[config.mk]
export PLATFORM = sky130hd
export DESIGN_NAME = cmip_toggle_evt_rx
export DESIGN_NICKNAME = d
export VERILOG_FILES = /design/src/rtl/cmip_toggle_evt_rx.sv
export SDC_FILE = /design/constraint.sdc
export NUM_CORES = 1
export LEC_CHECK = 0
export ABC_AREA = 1
export CORE_AREA = 10 10 47 49
export DETAILED_ROUTE_END_ITERATION = 8
export DIE_AREA = 0 0 57 59
export GPL_ROUTABILITY_DRIVEN = 0
export HOLD_SLACK_MARGIN = 0.05
export PLACE_DENSITY = 0.7
export REMOVE_ABC_BUFFERS = 1
export SLEW_MARGIN = 15
export SYNTH_ARGS = -nofsm -noshare
export SYNTH_HDL_FRONTEND = slang
export SYNTH_SLANG_ARGS = --single-unit
[constraint.sdc]
create_clock -name i_clk -period 1.9 [get_ports i_clk]
set_clock_uncertainty 0.2 [all_clocks]
set_input_delay 0.19 -clock i_clk [delete_from_list [all_inputs] [get_ports i_clk]]
set_output_delay 0.19 -clock i_clk [all_outputs]
set_load 0.05 [all_outputs]
[src/rtl/cmip_toggle_evt_rx.sv]
`default_nettype none
// ============================================================================
// Module      : cmip_toggle_evt_rx
// Description : Receive side of a toggle-based event crossing. Synchronizes a
//               foreign-domain request toggle, turns every transition into one
//               queued event, hands events out over valid/ready and returns an
//               acknowledge toggle per accepted event. Drops on a saturated
//               counter are flagged by a sticky overflow bit.
// Revision    : 1.0 - initial release
// ============================================================================
module cmip_toggle_evt_rx #(
  parameter int SYNC_STAGES = 2,
  parameter int CNT_W       = 4
) (
  input  logic             i_clk,
  input  logic             i_rst_n,
  input  logic             i_req_tgl,
  output logic             o_evt_vld,
  input  logic             i_evt_rdy,
  output logic             o_ack_tgl,
  output logic [CNT_W-1:0] o_pending,
  output logic             o_ovf,
  input  logic             i_ovf_clr
);

  localparam logic [CNT_W-1:0] c_CNT_MAX  = {CNT_W{1'b1}};
  localparam logic [CNT_W-1:0] c_CNT_ZERO = {CNT_W{1'b0}};
  localparam logic [CNT_W-1:0] c_CNT_ONE  = {{(CNT_W-1){1'b0}}, 1'b1};

  logic [SYNC_STAGES-1:0] r_sync;
  logic                   r_req_p;
  logic [CNT_W-1:0]       r_cnt;
  logic                   r_vld;
  logic                   r_ack;
  logic                   r_ovf;

  logic                   w_req_s;
  logic                   w_evt_in;
  logic                   w_xfer;
  logic [CNT_W-1:0]       w_cnt_nxt;
  logic                   w_drop;

  // The oldest synchronizer stage is the settled request level; an event is
  // any difference between it and its value one cycle earlier.
  assign w_req_s  = r_sync[SYNC_STAGES-1];
  assign w_evt_in = w_req_s ^ r_req_p;
  assign w_xfer   = r_vld & i_evt_rdy;

  // Synchronizer chain and previous-level flop for edge detection.
  always_ff @(posedge i_clk) begin
    if (!i_rst_n) begin
      r_sync  <= '0;
      r_req_p <= 1'b0;
    end else begin
      r_sync  <= {r_sync[SYNC_STAGES-2:0], i_req_tgl};
      r_req_p <= w_req_s;
    end
  end

  // Next pending count: a simultaneous arrival and transfer cancel out, so a
  // full counter only drops when nothing leaves in the same cycle.
  always_comb begin
    w_cnt_nxt = r_cnt;
    w_drop    = 1'b0;
    if (w_evt_in && !w_xfer) begin
      if (r_cnt == c_CNT_MAX) begin
        w_drop = 1'b1;
      end else begin
        w_cnt_nxt = r_cnt + c_CNT_ONE;
      end
    end else if (!w_evt_in && w_xfer) begin
      w_cnt_nxt = r_cnt - c_CNT_ONE;
    end
  end

  // Counter, registered valid, acknowledge toggle and sticky overflow.
  always_ff @(posedge i_clk) begin
    if (!i_rst_n) begin
      r_cnt <= c_CNT_ZERO;
      r_vld <= 1'b0;
      r_ack <= 1'b0;
      r_ovf <= 1'b0;
    end else begin
      r_cnt <= w_cnt_nxt;
      r_vld <= (w_cnt_nxt != c_CNT_ZERO);
      if (w_xfer) begin
        r_ack <= ~r_ack;
      end
      if (w_drop) begin
        r_ovf <= 1'b1;
      end else if (i_ovf_clr) begin
        r_ovf <= 1'b0;
      end
    end
  end

  assign o_evt_vld = r_vld;
  assign o_pending = r_cnt;
  assign o_ack_tgl = r_ack;
  assign o_ovf     = r_ovf;

endmodule
`default_nettype wire

==> results of run 1 <==
==> logic make-up (layout without fill, tap and decap cells) <==
kind of cell | count (synthesis) | after routing
AOI/OAI and AO/OA | 4 | 4
xor gates and xnor gates | 3 | 3
adders and majority gates | 2 | 2
buffers and inverters | 17 | 32
DFF | 10 | 10
and+or+nand+nor | 53 | 53
==> cell usage after synthesis <==
| master | instances | area [sq um] |
|---|---|---|
| a21oi_1 | 2 | 10.0 |
| dfxtp_1 | 10 | 200 |
| ha_1 | 2 | 25.0 |
| inv_1 | 15 | 56.3 |
| inv_2 | 2 | 7.51 |
| nand2_1 | 27 | 101 |
| nand2_2 | 5 | 31.3 |
| nand3_1 | 7 | 35.0 |
| nand3_2 | 1 | 10.0 |
| nand3_4 | 1 | 17.5 |
| nand4_1 | 1 | 6.26 |
| nor2_1 | 10 | 37.5 |
| nor2_4 | 1 | 11.3 |
| o21ai_1 | 2 | 10.0 |
| xnor2_1 | 1 | 8.76 |
| xor2_1 | 2 | 17.5 |
==> power by group through the flow <==
stage	Clock, W	Combinational, W	Sequential [W]
2_1_floorplan	0	0.000175	0.000376
3_3_place_gp	0	0.000367	0.000283
3_5_place_dp	0	0.000370	0.000282
4_1_cts	0.000140	0.000372	0.000278
5_1_grt	0.000146	0.000413	0.000282
6_report	0.000136	0.000368	0.000277
==> cell usage in the layout (no fill, tap or decap), types with 3 or more instances in the layout <==
cell | netlist | routed
inv_1 | 15 | 15
clkdlybuf4s50_1 | 0 | 4
nand2_1 | 27 | 27
nand3_1 | 7 | 7
dfxtp_1 | 10 | 10
nor2_1 | 10 | 10
buf_4 | 0 | 8
nand2_2 | 5 | 5
clkbuf_4 | 0 | 3
==> final cells by class <==
type	count	area (sq um)	share of cell area [%]
clock buffer	3	22.5	3.09
inverter	17	63.8	8.76
multi-input combinational	62	322	44.2
timing repair buffer	12	100	13.7
tap	16	20.0	2.75
sequential	10	200	27.5
==> sequential cells by signal (all words and copies together) (netlist names) <==
name and flops:
o_pending 4, o_evt_vld 1, o_ack_tgl 1, r_req_p 1
o_ovf 1, r_sync 2
==> through the flow <==
| stage | setup TNS (ps) | instances | area, sq um | utilization, % |
|---|---|---|---|---|
| 4_1_cts | 0 | 120 | 728 | 52.0 |
| 3_3_place_gp | 0 | 117 | 706 | 50.4 |
| 5_1_grt | 0 | 120 | 728 | 52.0 |
| 2_1_floorplan | -11.0 | 89 | 586 | - |
| 6_report | 0 | 120 | 728 | 52.0 |
| 3_5_place_dp | 0 | 117 | 706 | 50.4 |
==> worst max-delay path, cell delays in order, from the launching register on <==
cell and delay [ps]:
dfxtp_1 390, inv_1 110, ha_1 320, nand2_1 70, o21ai_1 60, nand2_1 70
nand2_1 50, inv_1 70, nand2_1 60, nor2_1 100, nor2_1 40
==> per-layer routing <==
layer / track usage [%] / up-vias / wire length (um)
met3: 1.93 / 2 / 53
met2: 13.3 / 6 / 591
met1: 7.78 / 243 / 519
met5: 0 / - / 0
met4: 6.04 / 0 / 17
li1: - / 301 / -
==> path summary, 6_finish.rpt <==
kind                 from         to  slack (ps)  cells past startpoint
max          o_pending[0]  o_evt_vld         250                     10
min             r_sync[0]  r_sync[1]         210                      2
max reg2reg  o_pending[0]  o_evt_vld         250                     10
min reg2reg     r_sync[0]  r_sync[1]         210                      2
==> summary.txt, run 1 <==
outcome = finished clean
pin slew with the least headroom to its limit = 273 ps
Seq pwr share = 35.4%
Worst Setup Slack, final = 251 ps
Max Cap Viol = 0
antenna-violating nets left = 0
Placeable Area = 1400 sq um
Pleak = 0.400 nW
Post-CTS Resized = 0
startpoint type of the worst setup path = flop
Die Span Y = 59 um
DR vias/cell = 4.60
Unique masters post-synth = 16
Post-CTS Hold Fix Bufs = 0
proportion of layout cells with a drive suffix above 1 = 20.2%
Max rail drop VDD = 0.000507 V
Synth Area in Simple Gates = 42.7%
Nets = 113
CTS Buffer Depth = 2
die area = 3360 sq um
fin. max-slew vios = 0
pwr dens = 1070 nW/um^2
clk sinks = 10
CP required = 1840 ps
period utilization = 86.8%
drt pass-1 iters = 4
largest net degree at the start of global routing = 8
minimum clock period = 1650 ps
overflow left after global routing = 0
vias in the first global route = 531
syn_area_per_cell = 6.58 sq um
crit path kind = reg -> reg
RSZ-0062 raised after global routing = false
Num CTS Buffers = 3
total net switching power = 0.000339 W
logic gate share of total power = 47.2%
worst-path maximum fanout = 5
setup violators final = 0
I/O pin count = 12
Design Power = 0.000781 W
Fin. Hold Viols = 0
adder-cell share of the synthesized area = 4.27%
htree depth = 1
CTS root buf = clkbuf_4
Synth Area in XOR/XNOR = 4.49%
Post CTS Setup Buffer Count = 0
Mapped Cells = 89
clock power share = 17.4%
largest family of logic cells by synthesized area = simple AND/OR/NAND/NOR gates
drt initial violations = 12
hold slack = 213 ps
sequential cell area fraction in the yosys report = 34.2%
clk_lat worst skew = 260 ps
DRC Markers = 0
Avg WL per Cell = 9.84 um
row cnt = 14
Power Internal = 0.000442 W
Sw Share = 43.4%
Synth Register Bits = 10
Initial Util = 41.8%
port buffer count = 11
CP Capture Type = flop
min-delay worst type = reg -> reg
P&R area growth vs syn = 24.4%
Synth Area in Compound Gates = 3.42%
Filler Cells Inserted = 149
Post-Synthesis Cell Area = 586 sq um
yosys warns = 0
antenna violations before repair = 0
diode count = 0
via count = 552
mux contribution to synthesized area = 0%
WP data arrival = 1590 ps
FMAX = 0.606 GHz
final wirelength = 1180 um
pre-CTS WS = 140 ps
Slew headroom = 81.8%
CTS tree = done
Worst-path clk slew = 60 ps
Final HPWL DP = 989 um
all-layer global routing usage = 7.71%
die width = 57 um
first-pass GRT wire length = 2140 um
Power figures use the tool's default switching activity.
==> inputs of run 2 (changes only) <==
Settings changed: RECOVER_POWER set to 100.
==> summary.txt, run 2 (synthesis gave the netlist of run 1 again) <==
antenna-violating nets left = 0 (unchanged)
setup violators final = 0 (unchanged)
vias in the first global route = 531 (unchanged)
most common library cell in the layout ignoring fill and taps = nand2_1
WHS Path Cells = 2 (unchanged)
Post-CTS Hold Fix Bufs = 0 (unchanged)
CTS Buffer Depth = 2 (unchanged)
die width = 57 um (unchanged)
Initial Util = 41.8% (unchanged)
crit path kind = reg -> reg
Pleak = 0.372 nW (-7.0%)
CTS tree = done
hold slack = 214 ps (+0.240 ps)
Post-CTS Resized = 0 (unchanged)
r2r setup slk = 230 ps (-20 ps)
CP required = 1840 ps (about the same)
min-delay worst type = reg -> reg
port buffer count = 11 (unchanged)
overflow left after global routing = 0 (unchanged)
minimum clock period = 1670 ps (+22.0 ps)
Worst-path clk slew = 60 ps (about the same)
placed standard-cell area = 706 sq um (unchanged)
first-pass GRT wire length = 2140 um (unchanged)
Design Power = 0.000754 W (-3.5%)
Post CTS Setup Buffer Count = 0 (unchanged)
placed cells = 117 (unchanged)
RR Startpoint = o_pending[0]
diode count = 0 (unchanged)
Placeable Area = 1400 sq um (unchanged)
commonest cells after routing, fill and taps aside = 27 x nand2_1, 15 x inv_1, 10 x nor2_1, 10 x dfxtp_1
die area = 3360 sq um (unchanged)
Slew headroom = 59.6% (-22 points)
Hold Crit Endpoint = r_sync[1]
RSZ-0062 raised after global routing = false
antenna violations before repair = 0 (unchanged)
CP Capture Type = flop
Avg WL per Cell = 9.82 um (-0.25%)
FMAX = 0.598 GHz (-1.3%)
worst r2r dst = o_evt_vld
R2R cell count = 10 (unchanged)
clk_lat worst skew = 260 ps (about the same)
fin. max-slew vios = 0 (unchanged)
I/O pin count = 12 (unchanged)
drt initial violations = 12 (unchanged)
HP Start = r_sync[0]
post-layout util = 50.1% (-1.9 points)
final wirelength = 1180 um (-0.25%)
Die Span Y = 59 um (unchanged)
clk sinks = 10 (unchanged)
CTS root buf = clkbuf_4
sequential cell area = 200 sq um (unchanged)
proportion of layout cells with a drive suffix above 1 = 13.5% (-6.7 points)
period utilization = 88.0% (+1.2 points)
Filler Cells Inserted = 160 (+7.4%)
pwr dens = 1070 nW/um^2 (+0.16%)
startpoint type of the worst setup path = flop
via count = 552 (unchanged)
Design Area, Final = 702 sq um (-3.6%)
DRC Markers = 0 (unchanged)
Layout Cells excl Fill = 120 (unchanged)
Fin. Hold Viols = 0 (unchanged)
area of the multi-input gates = 322 sq um (unchanged)
outcome = finished clean
P&R area growth vs syn = 19.9%
pin slew with the least headroom to its limit = 609 ps (+336 ps)
largest net degree at the start of global routing = 8 (unchanged)
DR vias/cell = 4.60 (unchanged)
Final HPWL DP = 989 um (unchanged)
Num CTS Buffers = 3 (unchanged)
Nets = 113 (unchanged)
Max Cap Viol = 0 (unchanged)
Largest register FFs = 4 (unchanged)
all-layer global routing usage = 7.71% (unchanged)
row cnt = 14 (unchanged)
htree depth = 1 (unchanged)
WP data arrival = 1610 ps (+20 ps)
drt pass-1 iters = 4 (unchanged)
Max rail drop VDD = 0.000505 V (-0.41%)
worst-path maximum fanout = 5 (unchanged)
==> run 2: changes by cell type in the layout (fill, tap and decap cells not counted) <==
cell / delta
buf_4: -7
clkbuf_1: +7
clkdlybuf4s50_1: -2
dlygate4sd3_1: +2
o21ai_0: +2
o21ai_1: -2
==> run 2: layout make-up <==
cell class	count	share of cell area (%)
well taps	16	2.85
multi-input cells	62	45.8
repair buffers	12	10.5
inverters	17	9.09
clock buffers	3	3.21
flip-flops and latches	10	28.5
==> run 2: worst max path at each step <==
stage / startpoint / to / slack [ps] / depth (start not counted)
after floorplan: o_pending[0] / o_evt_vld / -10 / 10
after global placement: i_evt_rdy / o_evt_vld / 180 / 10
after detailed placement: i_evt_rdy / o_evt_vld / 140 / 10
after CTS: o_pending[0] / o_evt_vld / 250 / 10
after global routing: o_pending[0] / o_evt_vld / 70 / 10
final: o_pending[0] / o_evt_vld / 230 / 10
==> run 2: through the flow <==
stage	setup WS, ps	setup TNS [ps]
after global placement	178	0
after floorplan	-11.0	-11.0
after CTS	249	0
after global routing	66.0	0
after detailed placement	140	0
final	229	0
==> run 2: worst max-delay path: stages, from the launching register on <==
cell     delay (ps)
dfxtp_1         390
inv_1           110
ha_1            320
nand2_1          60
o21ai_0          70
nand2_1          70
nand2_1          50
inv_1            70
nand2_1          60
nor2_1          100
nor2_1           40
==> run 2: routing by layer <==
layer	global-route usage, %	vias to the layer above	wire, um
met5	0	-	0
met4	6.04	0	17
met3	1.93	2	55
met2	13.3	6	582
met1	7.78	242	522
li1	-	302	-
==> run 2: power breakdown <==
part / internal (W) / switching (W) / leakage [nW]
registers: 0.000242 / 0.0000341 / 0.0820
clock network: 0.0000727 / 0.0000636 / 0.0138
logic: 0.000101 / 0.000240 / 0.276
